**config.mk**
```make
export PLATFORM = sky130hd
export DESIGN_NAME = falu_result_wb
export DESIGN_NICKNAME = d
export VERILOG_FILES = /design/src/rtl/falu_result_wb.sv
export SDC_FILE = /design/constraint.sdc
export NUM_CORES = 1
export LEC_CHECK = 0
export BUFFER_PORTS_ARGS = -buffer_cell sky130_fd_sc_hd__buf_4
export CAP_MARGIN = 20
export CORE_AREA = 5 5 259 261
export CTS_CLUSTER_DIAMETER = 40
export DETAILED_ROUTE_END_ITERATION = 16
export DIE_AREA = 0 0 264 266
export PLACE_DENSITY = 0.39
export RECOVER_POWER = 25
export SYNTH_ARGS = -nofsm -noshare
export SYNTH_HDL_FRONTEND = slang
export SYNTH_SLANG_ARGS = --single-unit
export TNS_END_PERCENT = 5
```
**constraint.sdc**
```tcl
create_clock -name CLK -period 1.9 [get_ports CLK]
set_input_delay 0.475 -clock CLK [delete_from_list [all_inputs] [get_ports CLK]]
set_output_delay 0.475 -clock CLK [all_outputs]
set_load 0.02 [all_outputs]
```
**src/rtl/falu_result_wb.sv**
```systemverilog
// falu_result_wb: writeback stage after the floating-point ALU.
// Picks the result bus named by ALU_FUNC and holds it in a two-entry
// skid buffer (head + skid) toward the register-file write port.
// Optional feature macro: FALU_WB_FLAGS_EN adds sticky RISC-V fflags
// accumulation; without it FFLAGS is tied to zero.
module falu_result_wb #(
    parameter int OP_DATA_WIDTH = 32
) (
    input  logic                         CLK,
    input  logic                         RST,
    input  logic                         IN_VALID,
    output logic                         IN_READY,
    input  logic [4:0]                   ALU_FUNC,
    input  logic [4:0]                   RD_ADDR,
    input  logic [OP_DATA_WIDTH-1:0]     A,
    input  logic [OP_DATA_WIDTH-1:0]     B,
    input  logic [OP_DATA_WIDTH-1:0]     OUT_FMADD,
    input  logic [OP_DATA_WIDTH-1:0]     OUT_FNMADD,
    input  logic [OP_DATA_WIDTH-1:0]     OUT_FMSUB,
    input  logic [OP_DATA_WIDTH-1:0]     OUT_FNMSUB,
    input  logic [OP_DATA_WIDTH-1:0]     OUT_ADD,
    input  logic [OP_DATA_WIDTH-1:0]     OUT_SUB,
    input  logic [OP_DATA_WIDTH-1:0]     OUT_MUL,
    input  logic [OP_DATA_WIDTH-1:0]     OUT_DIV,
    input  logic [OP_DATA_WIDTH-1:0]     OUT_FSQRT,
    input  logic [OP_DATA_WIDTH-1:0]     OUT_FSGNJ,
    input  logic [OP_DATA_WIDTH-1:0]     OUT_FSGNJN,
    input  logic [OP_DATA_WIDTH-1:0]     OUT_FSGNJX,
    input  logic [OP_DATA_WIDTH-1:0]     OUT_MIN_MAX,
    input  logic [9:0]                   OUT_CLASS,
    input  logic [2*OP_DATA_WIDTH-1:0]   OUT_FMV_X_W,
    input  logic [OP_DATA_WIDTH-1:0]     OUT_FMV_W_X,
    output logic                         OUT_VALID,
    input  logic                         OUT_READY,
    output logic [2*OP_DATA_WIDTH-1:0]   OUT_DATA,
    output logic [4:0]                   OUT_RD,
    output logic                         OUT_ILLEGAL,
    output logic [4:0]                   FFLAGS,
    input  logic                         FFLAGS_CLR
);
    localparam int W  = OP_DATA_WIDTH;
    localparam int DW = 2 * OP_DATA_WIDTH;

    logic [DW-1:0] w_sel_data;
    logic          w_sel_ill;
    logic          w_push;
    logic          w_pop;
    logic          w_head_load;
    logic          w_head_from_skid;
    logic          w_skid_load;

    logic          r_head_vld;
    logic [DW-1:0] r_head_data;
    logic [4:0]    r_head_rd;
    logic          r_head_ill;
    logic          r_skid_vld;
    logic [DW-1:0] r_skid_data;
    logic [4:0]    r_skid_rd;
    logic          r_skid_ill;

    // Result mux: W-bit buses and CLASS are zero-extended, FMV_X_W is full width.
    always_comb begin
        w_sel_data = '0;
        w_sel_ill  = 1'b0;
        case (ALU_FUNC)
            5'd0:    w_sel_data = {{W{1'b0}}, OUT_FMADD};
            5'd1:    w_sel_data = {{W{1'b0}}, OUT_FNMADD};
            5'd2:    w_sel_data = {{W{1'b0}}, OUT_FMSUB};
            5'd3:    w_sel_data = {{W{1'b0}}, OUT_FNMSUB};
            5'd4:    w_sel_data = {{W{1'b0}}, OUT_ADD};
            5'd5:    w_sel_data = {{W{1'b0}}, OUT_SUB};
            5'd6:    w_sel_data = {{W{1'b0}}, OUT_MUL};
            5'd7:    w_sel_data = {{W{1'b0}}, OUT_DIV};
            5'd8:    w_sel_data = {{W{1'b0}}, OUT_FSQRT};
            5'd9:    w_sel_data = {{W{1'b0}}, OUT_FSGNJ};
            5'd10:   w_sel_data = {{W{1'b0}}, OUT_FSGNJN};
            5'd11:   w_sel_data = {{W{1'b0}}, OUT_FSGNJX};
            5'd12:   w_sel_data = {{W{1'b0}}, OUT_MIN_MAX};
            5'd13:   w_sel_data = {{(DW-10){1'b0}}, OUT_CLASS};
            5'd14:   w_sel_data = OUT_FMV_X_W;
            5'd15:   w_sel_data = {{W{1'b0}}, OUT_FMV_W_X};
            default: w_sel_ill  = 1'b1;
        endcase
    end

    // IN_READY comes straight from a register: room exists while the skid is empty.
    assign IN_READY         = ~r_skid_vld;
    assign w_push           = IN_VALID & ~r_skid_vld;
    assign w_pop            = r_head_vld & OUT_READY;
    // A push can only coincide with a valid skid never, so these loads are exclusive.
    assign w_head_from_skid = w_pop & r_skid_vld;
    assign w_head_load      = w_push & (~r_head_vld | w_pop);
    assign w_skid_load      = w_push & r_head_vld & ~w_pop;

    assign OUT_VALID   = r_head_vld;
    assign OUT_DATA    = r_head_data;
    assign OUT_RD      = r_head_rd;
    assign OUT_ILLEGAL = r_head_ill;

    // Head/skid storage; head keeps its last contents after a pop that empties it.
    always_ff @(posedge CLK or negedge RST) begin
        if (!RST) begin
            r_head_vld  <= 1'b0;
            r_head_data <= '0;
            r_head_rd   <= '0;
            r_head_ill  <= 1'b0;
            r_skid_vld  <= 1'b0;
            r_skid_data <= '0;
            r_skid_rd   <= '0;
            r_skid_ill  <= 1'b0;
        end else begin
            r_head_vld <= w_head_load | w_head_from_skid | (r_head_vld & ~w_pop);
            r_skid_vld <= w_skid_load | (r_skid_vld & ~w_pop);
            if (w_head_from_skid) begin
                r_head_data <= r_skid_data;
                r_head_rd   <= r_skid_rd;
                r_head_ill  <= r_skid_ill;
            end else if (w_head_load) begin
                r_head_data <= w_sel_data;
                r_head_rd   <= RD_ADDR;
                r_head_ill  <= w_sel_ill;
            end
            if (w_skid_load) begin
                r_skid_data <= w_sel_data;
                r_skid_rd   <= RD_ADDR;
                r_skid_ill  <= w_sel_ill;
            end
        end
    end

`ifdef FALU_WB_FLAGS_EN
    logic [W-1:0] w_res;
    logic         w_arith;
    logic [4:0]   w_new_flags;
    logic [4:0]   r_head_flg;
    logic [4:0]   r_skid_flg;
    logic [4:0]   r_fflags;

    function automatic logic f_exp_ones(input logic [W-1:0] v);
        return &v[W-2:W-9];
    endfunction

    function automatic logic f_man_zero(input logic [W-1:0] v);
        return ~|v[W-10:0];
    endfunction

    function automatic logic f_is_nan(input logic [W-1:0] v);
        return f_exp_ones(v) & ~f_man_zero(v);
    endfunction

    function automatic logic f_is_inf(input logic [W-1:0] v);
        return f_exp_ones(v) & f_man_zero(v);
    endfunction

    function automatic logic f_is_sub(input logic [W-1:0] v);
        return ~|v[W-2:W-9] & ~f_man_zero(v);
    endfunction

    function automatic logic f_is_zero(input logic [W-1:0] v);
        return ~|v[W-2:0];
    endfunction

    assign w_res   = w_sel_data[W-1:0];
    assign w_arith = (ALU_FUNC <= 5'd7);

    // {NV,DZ,OF,UF,NX}; inexact is never reported by this stage.
    assign w_new_flags[4] = w_sel_ill | ((ALU_FUNC <= 5'd8) & f_is_nan(w_res) &
                                         ~f_is_nan(A) & ~f_is_nan(B));
    assign w_new_flags[3] = (ALU_FUNC == 5'd7) & f_is_zero(B) & ~f_exp_ones(A) & ~f_is_zero(A);
    assign w_new_flags[2] = w_arith & f_is_inf(w_res) & ~f_exp_ones(A) & ~f_exp_ones(B);
    assign w_new_flags[1] = w_arith & f_is_sub(w_res);
    assign w_new_flags[0] = 1'b0;

    assign FFLAGS = r_fflags;

    // Per-entry flags follow their entry; sticky flags absorb them on pop (pop beats clear).
    always_ff @(posedge CLK or negedge RST) begin
        if (!RST) begin
            r_head_flg <= '0;
            r_skid_flg <= '0;
            r_fflags   <= '0;
        end else begin
            if (w_head_from_skid)
                r_head_flg <= r_skid_flg;
            else if (w_head_load)
                r_head_flg <= w_new_flags;
            if (w_skid_load)
                r_skid_flg <= w_new_flags;
            if (w_pop)
                r_fflags <= (FFLAGS_CLR ? 5'b0 : r_fflags) | r_head_flg;
            else if (FFLAGS_CLR)
                r_fflags <= 5'b0;
        end
    end
`else
    logic w_unused;
    assign w_unused = ^{A, B, FFLAGS_CLR};
    assign FFLAGS   = 5'b0;
`endif

endmodule

```
; ---- Yosys cells after proc, flatten, opt, wreduce, memory -nomap -nowiden
; Index checks and enable logic that the tools add are counted.
[totals]
regBits = 142
output_inout_bits = 77
wordCells = 49
[op_classes]
n_eq_ne = 15
muxes = 8
bitwise = 15
reduce_logical = 3
[op_table]
columns = cell, count
row1 = $pmux W64 S16, 1
row2 = $mux W64, 2
row3 = $eq A5 B4 Y1 const B, 8
row4 = $eq A5 B3 Y1 const B, 4
row5 = $reduce_or A16 Y1, 1
row6 = $eq A5 B2 Y1 const B, 2
row7 = $mux W5, 2
row8 = $and A1 B1 Y1, 8
row9 = $eq A5 B1 Y1 const B, 1
row10 = $logic_not A5 Y1, 1
row11 = $or A1 B1 Y1, 4
row12 = $mux W1, 3
row13 = $not A1 Y1, 3
row14 = $reduce_bool A2 Y1, 1

; ---- Logic depth before layout (Yosys ltp)
[depth]
word_depth = 5
depth_mapped = 10
ltp_nobuf = 6

; ---- Worst setup path after synthesis
; No wires, ideal clock.
[synth_timing]
path_kind = input port to flip-flop
from = input ALU_FUNC[1]
to = register r_skid_data[19]
arrival_ns = 1.931
slack_ns = -0.173
cell_stages = 10
n_path_buf = 4
path_cell_list = buf_6 buf_6 buf_6 buf_2 mux2i_1 nor2_1 a21oi_1 o21ai_0 a2111oi_0 o21ai_0
[synth_via]
elab_chain_len = 2
word_cells_on_any_way = 17
classes_between = eq/ne (15) / mux (1) / reduce/logical (1)
[synth_lines]
columns = item, line_no
row1 = start: declaration, 13  ; input logic [4:0] ALU_FUNC,
row2 = "$eq A5 B4 Y1, or another cell as far along", 65  ; case (ALU_FUNC)
row3 = $pmux W64 S16 (*), 65
row4 = end signal: assignment, 124  ; r_skid_data <= w_sel_data;
row5 = end: declaration, 57  ; logic [DW-1:0] r_skid_data;
; Every way passes the cells marked *; elsewhere a longest branch is shown, timed or not.
; A chain may end at the register's enable or synchronous reset.

; ---- Worst setup path in the final report
[layout_timing]
from = input ALU_FUNC[3]
to = register r_skid_data[29]
; Same word-level chain as after synthesis.

==> impl_metrics.env <==
export IMPL_status="finished, violations left"
export IMPL_violations="setup timing"
export IMPL_overflow=0
export IMPL_yosys_area_top_type="dfrtp_1"
export IMPL_swShare_pct=37.6
export IMPL_start_util_pct=14.3
export IMPL_synth_flop_cell="dfrtp_1"
export IMPL_synth_adder_area_share_pct=0
export IMPL_place_congestion=0.926
export IMPL_slowest_delay_ns=0.27
export IMPL_utilization_pct=27.7
export IMPL_synth_xor_area_share_pct=0
export IMPL_async_flop_share_pct=100
export IMPL_regToRegEndpoint="OUT_DATA[55]"
export IMPL_yosysMostFrequentCell="dfrtp_1"
export IMPL_seq_power_share_pct=31.2
export IMPL_rsz0062_at_grt="true"
export IMPL_worstSkewPairLatency_ns=0.45
export IMPL_maxCapViolations=0
export IMPL_die_h_um=266
export IMPL_path_clk_slew_ns=0.07
export IMPL_period_share_pct=103
export IMPL_critPathCaptureType="register"
export IMPL_via_per_inst=4.72
export IMPL_finClkSkew_ns=0.00911
export IMPL_grt_pass1_wl_um=115000
export IMPL_min_period_ns=1.95
export IMPL_worstPathRequired_ns=2.24
export IMPL_wl_per_cell_um=33.0
export IMPL_rows=93
export IMPL_synth_common_cells="dfrtp_1, a22oi_1, nand2_1"
export IMPL_hold_viol=0
export IMPL_synth_area_sq_um=9210
export IMPL_yosys_area_share_simple_pct=14.1
export IMPL_synth_top_family_by_area="compound AO/OA/AOI/OAI gates"
export IMPL_fp_dieW_um=264
export IMPL_dp_cells=2561
export IMPL_synthCells=1001
export IMPL_worstHoldStart="OUT_READY"
export IMPL_cts_buffers_inserted=17
export IMPL_avgSynthCellArea_sq_um=9.20
export IMPL_clock_fmax_mhz=512
export IMPL_slowest_stage="or3b_4"
export IMPL_relSlewSlack_pct=42.8
export IMPL_setup_violations=13
export IMPL_ys_ff_latch=142
export IMPL_clk_path_buf_depth=2
export IMPL_ir_worst_vdd_v=0.000493
export IMPL_drt_antenna_violating_nets=0
export IMPL_holdPathEnd="r_skid_vld"
export IMPL_synth_seq_area_share_pct=38.6
export IMPL_areaGrowthSynthToFinish_pct=93.2
export IMPL_cts_max_level=4
export IMPL_worst_pin_slew_ns=0.859
export IMPL_setup_ws_ns=-0.0521
export IMPL_powerDensity_nw_per_um2=770
export IMPL_synth_edf_count=0
export IMPL_synth_top_area_share_pct=38.6
export IMPL_grt_pass1_vias=12900
export IMPL_cts_sinks=142
export IMPL_grt_max_degree=51
export IMPL_fin_cells=2643
export IMPL_path_delay_family="buffers and inverters"
export IMPL_io_buffer_count=607
export IMPL_drt_initial_drc_count=976
export IMPL_synthTopCellsByArea="dfrtp_1, a22oi_1, mux2i_1"
export IMPL_cts_tree="yes"
export IMPL_ys_warn_count=0
export IMPL_synth_mux_area_share_pct=10.7
export IMPL_p_leak_nw=8.39
export IMPL_dieArea_sq_um=70200
export IMPL_antenna_found_initial=67
export IMPL_critical_path_max_fanout=7
export IMPL_finalNetCount=2347
export IMPL_vias=12500
export IMPL_core_area_sq_um=64200
export IMPL_worstHoldPathCells=2
export IMPL_hold_class="input pin to register"
export IMPL_clkPwrFrac_pct=26.7
export IMPL_layout_drive_gt1_share_pct=54.1
export IMPL_power_frac_comb_pct=42.1
export IMPL_slew_viol_final=0
export IMPL_routed_wl_um=87200
export IMPL_internal_power_mw=8.55
export IMPL_drc=0
export IMPL_start_kind="input pin"
export IMPL_grt_usage_pct=23.6
export IMPL_io_pins=678
export IMPL_r2r_start="OUT_VALID"
export IMPL_worstSetupPathType="input pin to register"
export IMPL_switchingPower_mw=5.16
export IMPL_r2r_slack_ns=0.12
export IMPL_root_buffer="clkbuf_16"
export IMPL_yosysUniqueCellTypes=62
export IMPL_cpMostUsedCell="buf_6"
export IMPL_synth_compound_area_share_pct=31.2
export IMPL_hpwl_um=75100
export IMPL_crit_arrival_ns=2.29
export IMPL_drt_pass1_iter_count=5
export IMPL_rr_worst_depth=6
export IMPL_crit_buf_inv=6
export IMPL_cp_cell_sequence="buf_12 > buf_6 > or3b_4 > buf_12 > buf_6 > nor2_4 > buf_6 > a22o_4 > a211oi_2 > buf_4 > nand4_1 > a22o_1"
-- cell type report --
class | instances | area, sq um
Fill cell | 7093 | 46400
Antenna cell | 30 | 75.1
Clock inverter | 14 | 194
Clock buffer | 17 | 425
Tap cell | 855 | 1070
Multi-Input combinational cell | 766 | 5760
Sequential cell | 142 | 3550
Inverter | 3 | 11.3
Timing Repair Buffer | 816 | 6700
-- worst register-to-register path: cells and delay by family (launching register included) --
| family | cells | cell delay (ns) |
|---|---|---|
| and+or+nand+nor | 2 | 0.39 |
| buffers and inverters | 2 | 0.62 |
| AOI/OAI and AO/OA | 2 | 0.30 |
| DFF | 1 | 0.34 |
-- cells in the final DEF, fill, tap and decap left out, types with 9 or more instances in the layout --
cell	count
diode_2	30
buf_6	25
a221oi_1	12
buf_12	35
mux2_2	9
mux2i_1	83
a22o_1	53
o21ai_0	78
a21oi_1	20
nand2_1	115
a22oi_1	114
nor2_1	31
o21ai_1	23
and3_1	10
nand4_1	14
o22ai_1	21
buf_4	749
dfrtp_1	142
clkbuf_16	17
a21o_1	16
-- layer usage --
metal / GRT usage (%) / vias up / routed length, um
met5: 0 / - / 216
met4: 8.99 / 36 / 2800
met3: 8.36 / 132 / 7620
met2: 38.3 / 673 / 40900
met1: 28.8 / 6200 / 35600
li1: - / 5425 / -
-- worst max path at each step --
stage	end	start	cells after the start	slack [ns]
2_1_floorplan	OUT_DATA[19]	ALU_FUNC[1]	10	-0.07
3_3_place_gp	r_skid_data[21]	ALU_FUNC[3]	8	-0.86
4_1_cts	r_skid_data[26]	ALU_FUNC[3]	12	-0.06
3_5_place_dp	r_skid_data[2]	ALU_FUNC[3]	9	-0.87
5_1_grt	r_skid_data[29]	ALU_FUNC[3]	12	-0.1
6_report	r_skid_data[29]	ALU_FUNC[3]	12	-0.05
-- registers in the layout, summed over array words and instances (netlist names) --
name and count:
r_skid_ill 1, r_skid_vld 1, r_skid_rd 5, OUT_DATA 64
OUT_ILLEGAL 1, r_skid_data 64, OUT_RD 5, OUT_VALID 1
-- kinds of logic (layout without fill, tap and decap cells) --
kind of cell / Yosys count / in the layout
other: 1 / 35
buffers and inverters: 97 / 850
DFF: 142 / 142
and+or+nand+nor: 259 / 259
AOI/OAI and AO/OA: 406 / 406
muxes: 96 / 96
-- per-stage QoR --
step	hold slack (ns)	instance area, sq um	power, mW	setup slack [ns]	setup TNS (ns)
after detailed placement	0.393	16300	10.0	-0.867	-70.61
after global routing	0.233	17800	14.4	-0.0985	-0.868
final	0.259	17800	13.7	-0.0521	-0.269
after floorplan	0.179	9350	6.54	-0.0711	-1.35
after CTS	0.217	17400	13.9	-0.0552	-0.295
after global placement	0.392	16300	10.0	-0.860	-71.16
-- repair_timing --
item                                   CTS  global route
resized for setup                       85            47
setup endpoints to repair              116            65
cloned                                   1             0
buffers inserted                        16             6
endpoints found under the hold margin   21             0
hold buffers                             1             0
pin swaps                               31            25
-- power by group through the flow --
stage | Clock, mW | Combinational (mW) | Sequential, mW
4_1_cts | 3.79 | 5.82 | 4.27
6_report | 3.66 | 5.76 | 4.28
3_3_place_gp | 0 | 5.71 | 4.30
3_5_place_dp | 0 | 5.71 | 4.32
2_1_floorplan | 0 | 1.83 | 4.71
5_1_grt | 3.87 | 6.17 | 4.36
(Power assumes the default switching activity.)
